$ cat config.mk
export PLATFORM = sky130hd
export DESIGN_NAME = alu_arbiter_flat
export DESIGN_NICKNAME = d
export VERILOG_FILES = /design/src/rtl/alu_arbiter_if.sv /design/src/rtl/alu_arbiter.sv /design/src/flat_wrapper.sv
export SDC_FILE = /design/constraint.sdc
export NUM_CORES = 1
export LEC_CHECK = 0
export CORE_AREA = 8 8 198 200
export CTS_CLUSTER_DIAMETER = 50
export DETAILED_ROUTE_END_ITERATION = 8
export DIE_AREA = 0 0 206 208
export DONT_BUFFER_PORTS = 1
export GPL_TIMING_DRIVEN = 0
export PLACE_DENSITY_LB_ADDON = 0.12
export SLEW_MARGIN = 20
export SYNTH_ARGS = -nofsm -noshare
export SYNTH_HDL_FRONTEND = slang
export SYNTH_SLANG_ARGS = --single-unit
$ cat constraint.sdc
create_clock -name clk -period 4.4 [get_ports clk]
set_input_delay 0.88 -clock clk [delete_from_list [all_inputs] [get_ports clk]]
set_output_delay 0.88 -clock clk [all_outputs]
set_load 0.005 [all_outputs]
$ cat src/rtl/alu_arbiter_if.sv
// ============================================================================
// alu_arbiter_if : requester, response and shared-ALU signals of alu_arbiter
// Revision: 1.0
// ============================================================================
`default_nettype none

interface alu_arbiter_if #(
  parameter int Bits = 64
);
  logic            r0_valid;
  logic            r0_ready;
  logic [Bits-1:0] r0_A;
  logic [Bits-1:0] r0_B;
  logic [1:0]      r0_sel;
  logic            r0_resp_valid;
  logic            r0_resp_ready;

  logic            r1_valid;
  logic            r1_ready;
  logic [Bits-1:0] r1_A;
  logic [Bits-1:0] r1_B;
  logic [1:0]      r1_sel;
  logic            r1_resp_valid;
  logic            r1_resp_ready;

  logic [Bits-1:0] resp_resultado;
  logic            resp_zero;

  logic [Bits-1:0] alu_A;
  logic [Bits-1:0] alu_B;
  logic [1:0]      alu_sel;
  logic [Bits-1:0] alu_resultado;

  logic            busy;

  modport slave (
    input  r0_valid, r0_A, r0_B, r0_sel, r0_resp_ready,
    input  r1_valid, r1_A, r1_B, r1_sel, r1_resp_ready,
    input  alu_resultado,
    output r0_ready, r0_resp_valid, r1_ready, r1_resp_valid,
    output resp_resultado, resp_zero, alu_A, alu_B, alu_sel, busy
  );

  modport master (
    output r0_valid, r0_A, r0_B, r0_sel, r0_resp_ready,
    output r1_valid, r1_A, r1_B, r1_sel, r1_resp_ready,
    output alu_resultado,
    input  r0_ready, r0_resp_valid, r1_ready, r1_resp_valid,
    input  resp_resultado, resp_zero, alu_A, alu_B, alu_sel, busy
  );
endinterface

`default_nettype wire

$ cat src/rtl/alu_arbiter.sv
// ============================================================================
// alu_arbiter : two-requester round-robin front end for one shared ALU
// Revision: 1.0
// ============================================================================
`default_nettype none

module alu_arbiter #(
  parameter int Bits = 64
) (
  input  wire logic     clk,
  input  wire logic     reset,
  alu_arbiter_if.slave  bus
);

  typedef enum logic [1:0] {
    IDLE = 2'd0,
    EXEC = 2'd1,
    RESP = 2'd2
  } state_t;

  state_t          state;
  logic            ptr;
  logic            gnt_id;
  logic [Bits-1:0] op_a;
  logic [Bits-1:0] op_b;
  logic [1:0]      op_sel;
  logic [Bits-1:0] result;
  logic            zero;
  logic            r0_rv;
  logic            r1_rv;
  logic            grant_r0;
  logic            grant_r1;
  logic            resp_take;

  // Ready is combinational on valid so acceptance happens in the same cycle.
  always_comb begin
    grant_r0 = 1'b0;
    grant_r1 = 1'b0;
    if (state == IDLE && !reset) begin
      if (bus.r0_valid && bus.r1_valid) begin
        grant_r0 = !ptr;
        grant_r1 = ptr;
      end else begin
        grant_r0 = bus.r0_valid;
        grant_r1 = bus.r1_valid;
      end
    end
  end

  assign resp_take          = gnt_id ? bus.r1_resp_ready : bus.r0_resp_ready;
  assign bus.r0_ready       = grant_r0;
  assign bus.r1_ready       = grant_r1;
  assign bus.r0_resp_valid  = r0_rv;
  assign bus.r1_resp_valid  = r1_rv;
  assign bus.resp_resultado = result;
  assign bus.resp_zero      = zero;
  assign bus.alu_A          = op_a;
  assign bus.alu_B          = op_b;
  assign bus.alu_sel        = op_sel;
  assign bus.busy           = (state != IDLE);

  always_ff @(posedge clk) begin
    if (reset) begin
      state  <= IDLE;
      ptr    <= 1'b0;
      gnt_id <= 1'b0;
      op_a   <= '0;
      op_b   <= '0;
      op_sel <= 2'b00;
      result <= '0;
      zero   <= 1'b0;
      r0_rv  <= 1'b0;
      r1_rv  <= 1'b0;
    end else begin
      case (state)
        IDLE: begin
          if (grant_r0 || grant_r1) begin
            op_a   <= grant_r1 ? bus.r1_A   : bus.r0_A;
            op_b   <= grant_r1 ? bus.r1_B   : bus.r0_B;
            op_sel <= grant_r1 ? bus.r1_sel : bus.r0_sel;
            gnt_id <= grant_r1;
            ptr    <= grant_r0;
            state  <= EXEC;
          end
        end
        EXEC: begin
          result <= bus.alu_resultado;
          // Only subtract reports a zero flag; other ops force it low.
          zero   <= (op_sel == 2'b01) && (bus.alu_resultado == '0);
          r0_rv  <= !gnt_id;
          r1_rv  <= gnt_id;
          state  <= RESP;
        end
        RESP: begin
          if (resp_take) begin
            r0_rv <= 1'b0;
            r1_rv <= 1'b0;
            state <= IDLE;
          end
        end
        default: state <= IDLE;
      endcase
    end
  end

endmodule

`default_nettype wire

$ cat src/flat_wrapper.sv
// flat-port wrapper written by rule: the top's interface ports become plain ports
module alu_arbiter_flat 
#(
  parameter int Bits = 64
)
  (clk, reset, bus_r0_valid, bus_r0_A, bus_r0_B, bus_r0_sel, bus_r0_resp_ready, bus_r1_valid, bus_r1_A, bus_r1_B, bus_r1_sel, bus_r1_resp_ready, bus_alu_resultado, bus_r0_ready, bus_r0_resp_valid, bus_r1_ready, bus_r1_resp_valid, bus_resp_resultado, bus_resp_zero, bus_alu_A, bus_alu_B, bus_alu_sel, bus_busy);
  alu_arbiter_if #(.Bits(Bits)) bus_i ();
  input  wire logic clk;
  input  wire logic reset;
  input wire logic [$bits(bus_i.r0_valid)-1:0] bus_r0_valid;
  input wire logic [$bits(bus_i.r0_A)-1:0] bus_r0_A;
  input wire logic [$bits(bus_i.r0_B)-1:0] bus_r0_B;
  input wire logic [$bits(bus_i.r0_sel)-1:0] bus_r0_sel;
  input wire logic [$bits(bus_i.r0_resp_ready)-1:0] bus_r0_resp_ready;
  input wire logic [$bits(bus_i.r1_valid)-1:0] bus_r1_valid;
  input wire logic [$bits(bus_i.r1_A)-1:0] bus_r1_A;
  input wire logic [$bits(bus_i.r1_B)-1:0] bus_r1_B;
  input wire logic [$bits(bus_i.r1_sel)-1:0] bus_r1_sel;
  input wire logic [$bits(bus_i.r1_resp_ready)-1:0] bus_r1_resp_ready;
  input wire logic [$bits(bus_i.alu_resultado)-1:0] bus_alu_resultado;
  output wire logic [$bits(bus_i.r0_ready)-1:0] bus_r0_ready;
  output wire logic [$bits(bus_i.r0_resp_valid)-1:0] bus_r0_resp_valid;
  output wire logic [$bits(bus_i.r1_ready)-1:0] bus_r1_ready;
  output wire logic [$bits(bus_i.r1_resp_valid)-1:0] bus_r1_resp_valid;
  output wire logic [$bits(bus_i.resp_resultado)-1:0] bus_resp_resultado;
  output wire logic [$bits(bus_i.resp_zero)-1:0] bus_resp_zero;
  output wire logic [$bits(bus_i.alu_A)-1:0] bus_alu_A;
  output wire logic [$bits(bus_i.alu_B)-1:0] bus_alu_B;
  output wire logic [$bits(bus_i.alu_sel)-1:0] bus_alu_sel;
  output wire logic [$bits(bus_i.busy)-1:0] bus_busy;
  assign bus_i.r0_valid = bus_r0_valid;
  assign bus_i.r0_A = bus_r0_A;
  assign bus_i.r0_B = bus_r0_B;
  assign bus_i.r0_sel = bus_r0_sel;
  assign bus_i.r0_resp_ready = bus_r0_resp_ready;
  assign bus_i.r1_valid = bus_r1_valid;
  assign bus_i.r1_A = bus_r1_A;
  assign bus_i.r1_B = bus_r1_B;
  assign bus_i.r1_sel = bus_r1_sel;
  assign bus_i.r1_resp_ready = bus_r1_resp_ready;
  assign bus_i.alu_resultado = bus_alu_resultado;
  assign bus_r0_ready = bus_i.r0_ready;
  assign bus_r0_resp_valid = bus_i.r0_resp_valid;
  assign bus_r1_ready = bus_i.r1_ready;
  assign bus_r1_resp_valid = bus_i.r1_resp_valid;
  assign bus_resp_resultado = bus_i.resp_resultado;
  assign bus_resp_zero = bus_i.resp_zero;
  assign bus_alu_A = bus_i.alu_A;
  assign bus_alu_B = bus_i.alu_B;
  assign bus_alu_sel = bus_i.alu_sel;
  assign bus_busy = bus_i.busy;
  alu_arbiter #(.Bits(Bits)) u_core (.clk(clk), .reset(reset), .bus(bus_i));
endmodule
==> results.sh <==
export IMPL_synth_cell_type_count=27
export IMPL_clkPwrFrac_pct=46.2
export IMPL_critPathRequiredTime_ps=3520
export IMPL_ir_drop_uv=290
export IMPL_hp_class="in -> reg"
export IMPL_nNetsFinal=1276
export IMPL_rr_startpoint="u_core.state[1]"
export IMPL_rsz0062_at_grt="no"
export IMPL_drt_iter0_markers=346
export IMPL_synth_warnings=0
export IMPL_r2r_end="u_core.bus.alu_B[25]"
export IMPL_dp_hpwl_um=30400
export IMPL_synth_nets=1243
export IMPL_cts_tree="yes"
export IMPL_layout_drive_gt1_share_pct=8.45
export IMPL_clock_fmax_mhz=348
export IMPL_p_int_w=0.00379
export IMPL_cts_made_buffers=31
export IMPL_cts_buffer_depth=3
export IMPL_wl_per_cell_um=26.5
export IMPL_vias=7008
export IMPL_tightest_slew_ps=880
export IMPL_cts_htree_levels=1
export IMPL_tns_ps=0
export IMPL_grt_ovfl_total=0
export IMPL_synth_area_um2=8310
export IMPL_multi_input_area_um2=3850
export IMPL_gp_congestion=0.759
export IMPL_vias_per_cell=4.87
export IMPL_cp_max_fo=10
export IMPL_worstHoldStart="bus_alu_resultado[55]"
export IMPL_final_fill_count=3950
export IMPL_ant_nets=0
export IMPL_post_cts_setup_buffers=0
export IMPL_pin_count=530
export IMPL_finalCriticalPeriod_ps=2880
export IMPL_synth_async_sr_flop_share_pct=0
export IMPL_portBuffers=0
export IMPL_yosysSeqAreaShare_pct=48.4
export IMPL_synth_edff_count=0
export IMPL_holdBufCountCts=0
export IMPL_seqPwrFrac_pct=41.9
export IMPL_grt_pass1_wl_um=53600
export IMPL_fp_dieH_um=208
export IMPL_endpoint_kind="primary output"
export IMPL_p_total_w=0.00528
export IMPL_synth_avg_cell_area_um2=9.10
export IMPL_ys_flop_type="dfxtp_1"
export IMPL_grt_max_degree=16
export IMPL_area_delta_synth_final_pct=19.5
export IMPL_synth_top_area_share_pct=48.4
export IMPL_cp_start_kind="register"
export IMPL_drc_errors=0
export IMPL_criticalPathCategory="reg -> out"
export IMPL_hold_path_cell_count=2
export IMPL_p_comb_share_pct=12.0
export IMPL_start_util_pct=23.0
export IMPL_synth_most_common_cell="dfxtp_1"
export IMPL_power_switching_share_pct=28.3
export IMPL_cts_root_buf="clkbuf_16"
export IMPL_final_hold_violation_count=0
export IMPL_p_per_area_nw_per_um2=532
export IMPL_yosys_area_top_type="dfxtp_1"
export IMPL_hold_end="u_core.bus.resp_resultado[55]"
export IMPL_clock_latency_ps=560
export IMPL_core_area_um2=36100
export IMPL_power_leakage_nw=4.17
export IMPL_path_clk_slew_ps=60
export IMPL_setup_viol=0
export IMPL_grt_pass1_vias=7380
export IMPL_regArea_um2=4020
export IMPL_dr_pass1_iters=4
export IMPL_cts_sinks=201
export IMPL_rrSetupSlack_ps=2400
export IMPL_reg2regPathDepth=6
export IMPL_synthCells=913
export IMPL_relSlewSlack_pct=41.4
export IMPL_synth_commonest_cells="dfxtp_1 (201), nand2_1 (134), mux2i_1 (131), nor2_1 (131), a211oi_1 (130)"
export IMPL_finalClockSkew_ps=22.4
export IMPL_synthTopCellsByArea="dfxtp_1 (48%), mux2i_1 (16%), a211oi_1 (12%)"
export IMPL_drv_cap=0
export IMPL_status="complete, no violations"
export IMPL_crit_start="u_core.state[1]"
export IMPL_antenna_found_initial=2
export IMPL_switching_power_w=0.00150
export IMPL_die_width_um=206
export IMPL_rows=70
export IMPL_hold_worst_slack_ps=451
export IMPL_dieArea_um2=42800
export IMPL_ys_ff_latch=201
export IMPL_worstPathArrival_ps=2000
export IMPL_slew_violations=0
export IMPL_period_share_pct=65.4
export IMPL_drt_wl_total_um=38100
export IMPL_cts_resized=0
export IMPL_track_usage_pct=16.5
-- cell families (layout without fill, tap and decap cells) --
| kind of cell | count (synthesis) | after routing | share of synthesized area, % |
|---|---|---|---|
| AOI/OAI and AO/OA | 200 | 200 | 16.0 |
| buffers and inverters | 82 | 139 | 5.18 |
| DFF | 201 | 201 | 48.4 |
| muxes | 131 | 131 | 15.8 |
| other | 0 | 1 | 0 |
| and+or+nand+nor | 299 | 299 | 14.6 |
-- flip-flops by register name, indices dropped and copies added, names as in the netlist --
signal and cells:
u_core.bus.resp_zero 1, u_core.bus.alu_B 64, u_core.bus.alu_sel 2, u_core.bus.resp_resultado 64, u_core.ptr 1, u_core.state 2
u_core.bus.r1_resp_valid 1, u_core.bus.alu_A 64, u_core.gnt_id 1, u_core.bus.r0_resp_valid 1
-- stage by stage --
step | setup WS, ps | util [%] | instances | instance area, um^2
6_report | 1520 | 27.5 | 1439 | 9930
3_5_place_dp | 1260 | 24.6 | 1381 | 8890
4_1_cts | 1340 | 27.5 | 1438 | 9920
2_1_floorplan | 1930 | - | 913 | 8310
3_3_place_gp | 1250 | 24.6 | 1381 | 8890
5_1_grt | 1270 | 27.5 | 1439 | 9930
-- routing by layer --
metal | up-vias | track usage (%) | part of all wire (%)
met4 | 2 | 4.72 | 2.1
met5 | - | 0 | 0.034
met2 | 332 | 29.8 | 51
li1 | 3295 | - | -
met3 | 51 | 6.01 | 11
met1 | 3328 | 17.7 | 36
-- placed cells by master (no fill, tap or decap) --
master | netlist | layout
nor4b_1 | 1 | 1
or2_2 | 1 | 1
a211oi_1 | 130 | 130
clkinv_2 | 0 | 4
buf_6 | 1 | 1
nand2b_1 | 4 | 4
o21ai_1 | 1 | 1
inv_6 | 0 | 1
nor3_2 | 1 | 1
buf_1 | 10 | 10
mux2i_1 | 131 | 131
nand4_1 | 4 | 4
inv_1 | 2 | 2
nor4_1 | 15 | 15
diode_2 | 0 | 1
or4_1 | 1 | 1
nor2b_1 | 1 | 1
o21ai_0 | 2 | 2
nand3_1 | 2 | 2
bufinv_16 | 0 | 3
nor2_1 | 131 | 131
dfxtp_1 | 201 | 201
clkbuf_8 | 0 | 2
nor3_1 | 1 | 1
o21bai_1 | 1 | 1
clkinvlp_4 | 0 | 6
clkbuf_1 | 41 | 47
nand2_1 | 134 | 134
buf_8 | 6 | 6
nand3b_1 | 3 | 3
a21oi_1 | 66 | 66
clkbuf_16 | 0 | 31
inv_8 | 0 | 2
buf_4 | 8 | 8
buf_2 | 14 | 14
clkinv_4 | 0 | 2
-- power groups by stage --
| stage | clock network, W | logic (W) | registers [W] |
|---|---|---|---|
| 3_3_place_gp | 0 | 0.000638 | 0.00227 |
| 5_1_grt | 0.00259 | 0.000707 | 0.00224 |
| 4_1_cts | 0.00252 | 0.000647 | 0.00222 |
| 2_1_floorplan | 0 | 0.000491 | 0.00216 |
| 3_5_place_dp | 0 | 0.000647 | 0.00226 |
| 6_report | 0.00244 | 0.000633 | 0.00221 |
-- how the worst max path moves through the flow --
| stage | to | slack [ps] |
|---|---|---|
| after floorplan | bus_r0_ready | 1930 |
| after global placement | u_core.bus.alu_B[30] | 1250 |
| after detailed placement | u_core.bus.alu_B[27] | 1260 |
| after CTS | bus_r1_ready | 1340 |
| after global routing | bus_r1_ready | 1270 |
| final | bus_r1_ready | 1520 |
-- area by class of cell --
class                   count  share of cell area, %
multi-input cells         630                   38.8
flip-flops and latches    201                   40.5
diodes                      1                 0.0252
inverters                   2                 0.0756
clock inverters            18                   2.05
well taps                 468                   5.90
plain buffers              80                   4.26
clock buffers              39                   8.32
-- critical path, stage by stage, from the launching register on --
cell     delay [ps]
dfxtp_1         430
nor3_2           80
nand3_1         100
buf_2           300
buf_2           350
inv_1           170
No activity file was read; power rests on OpenSTA's default activity.
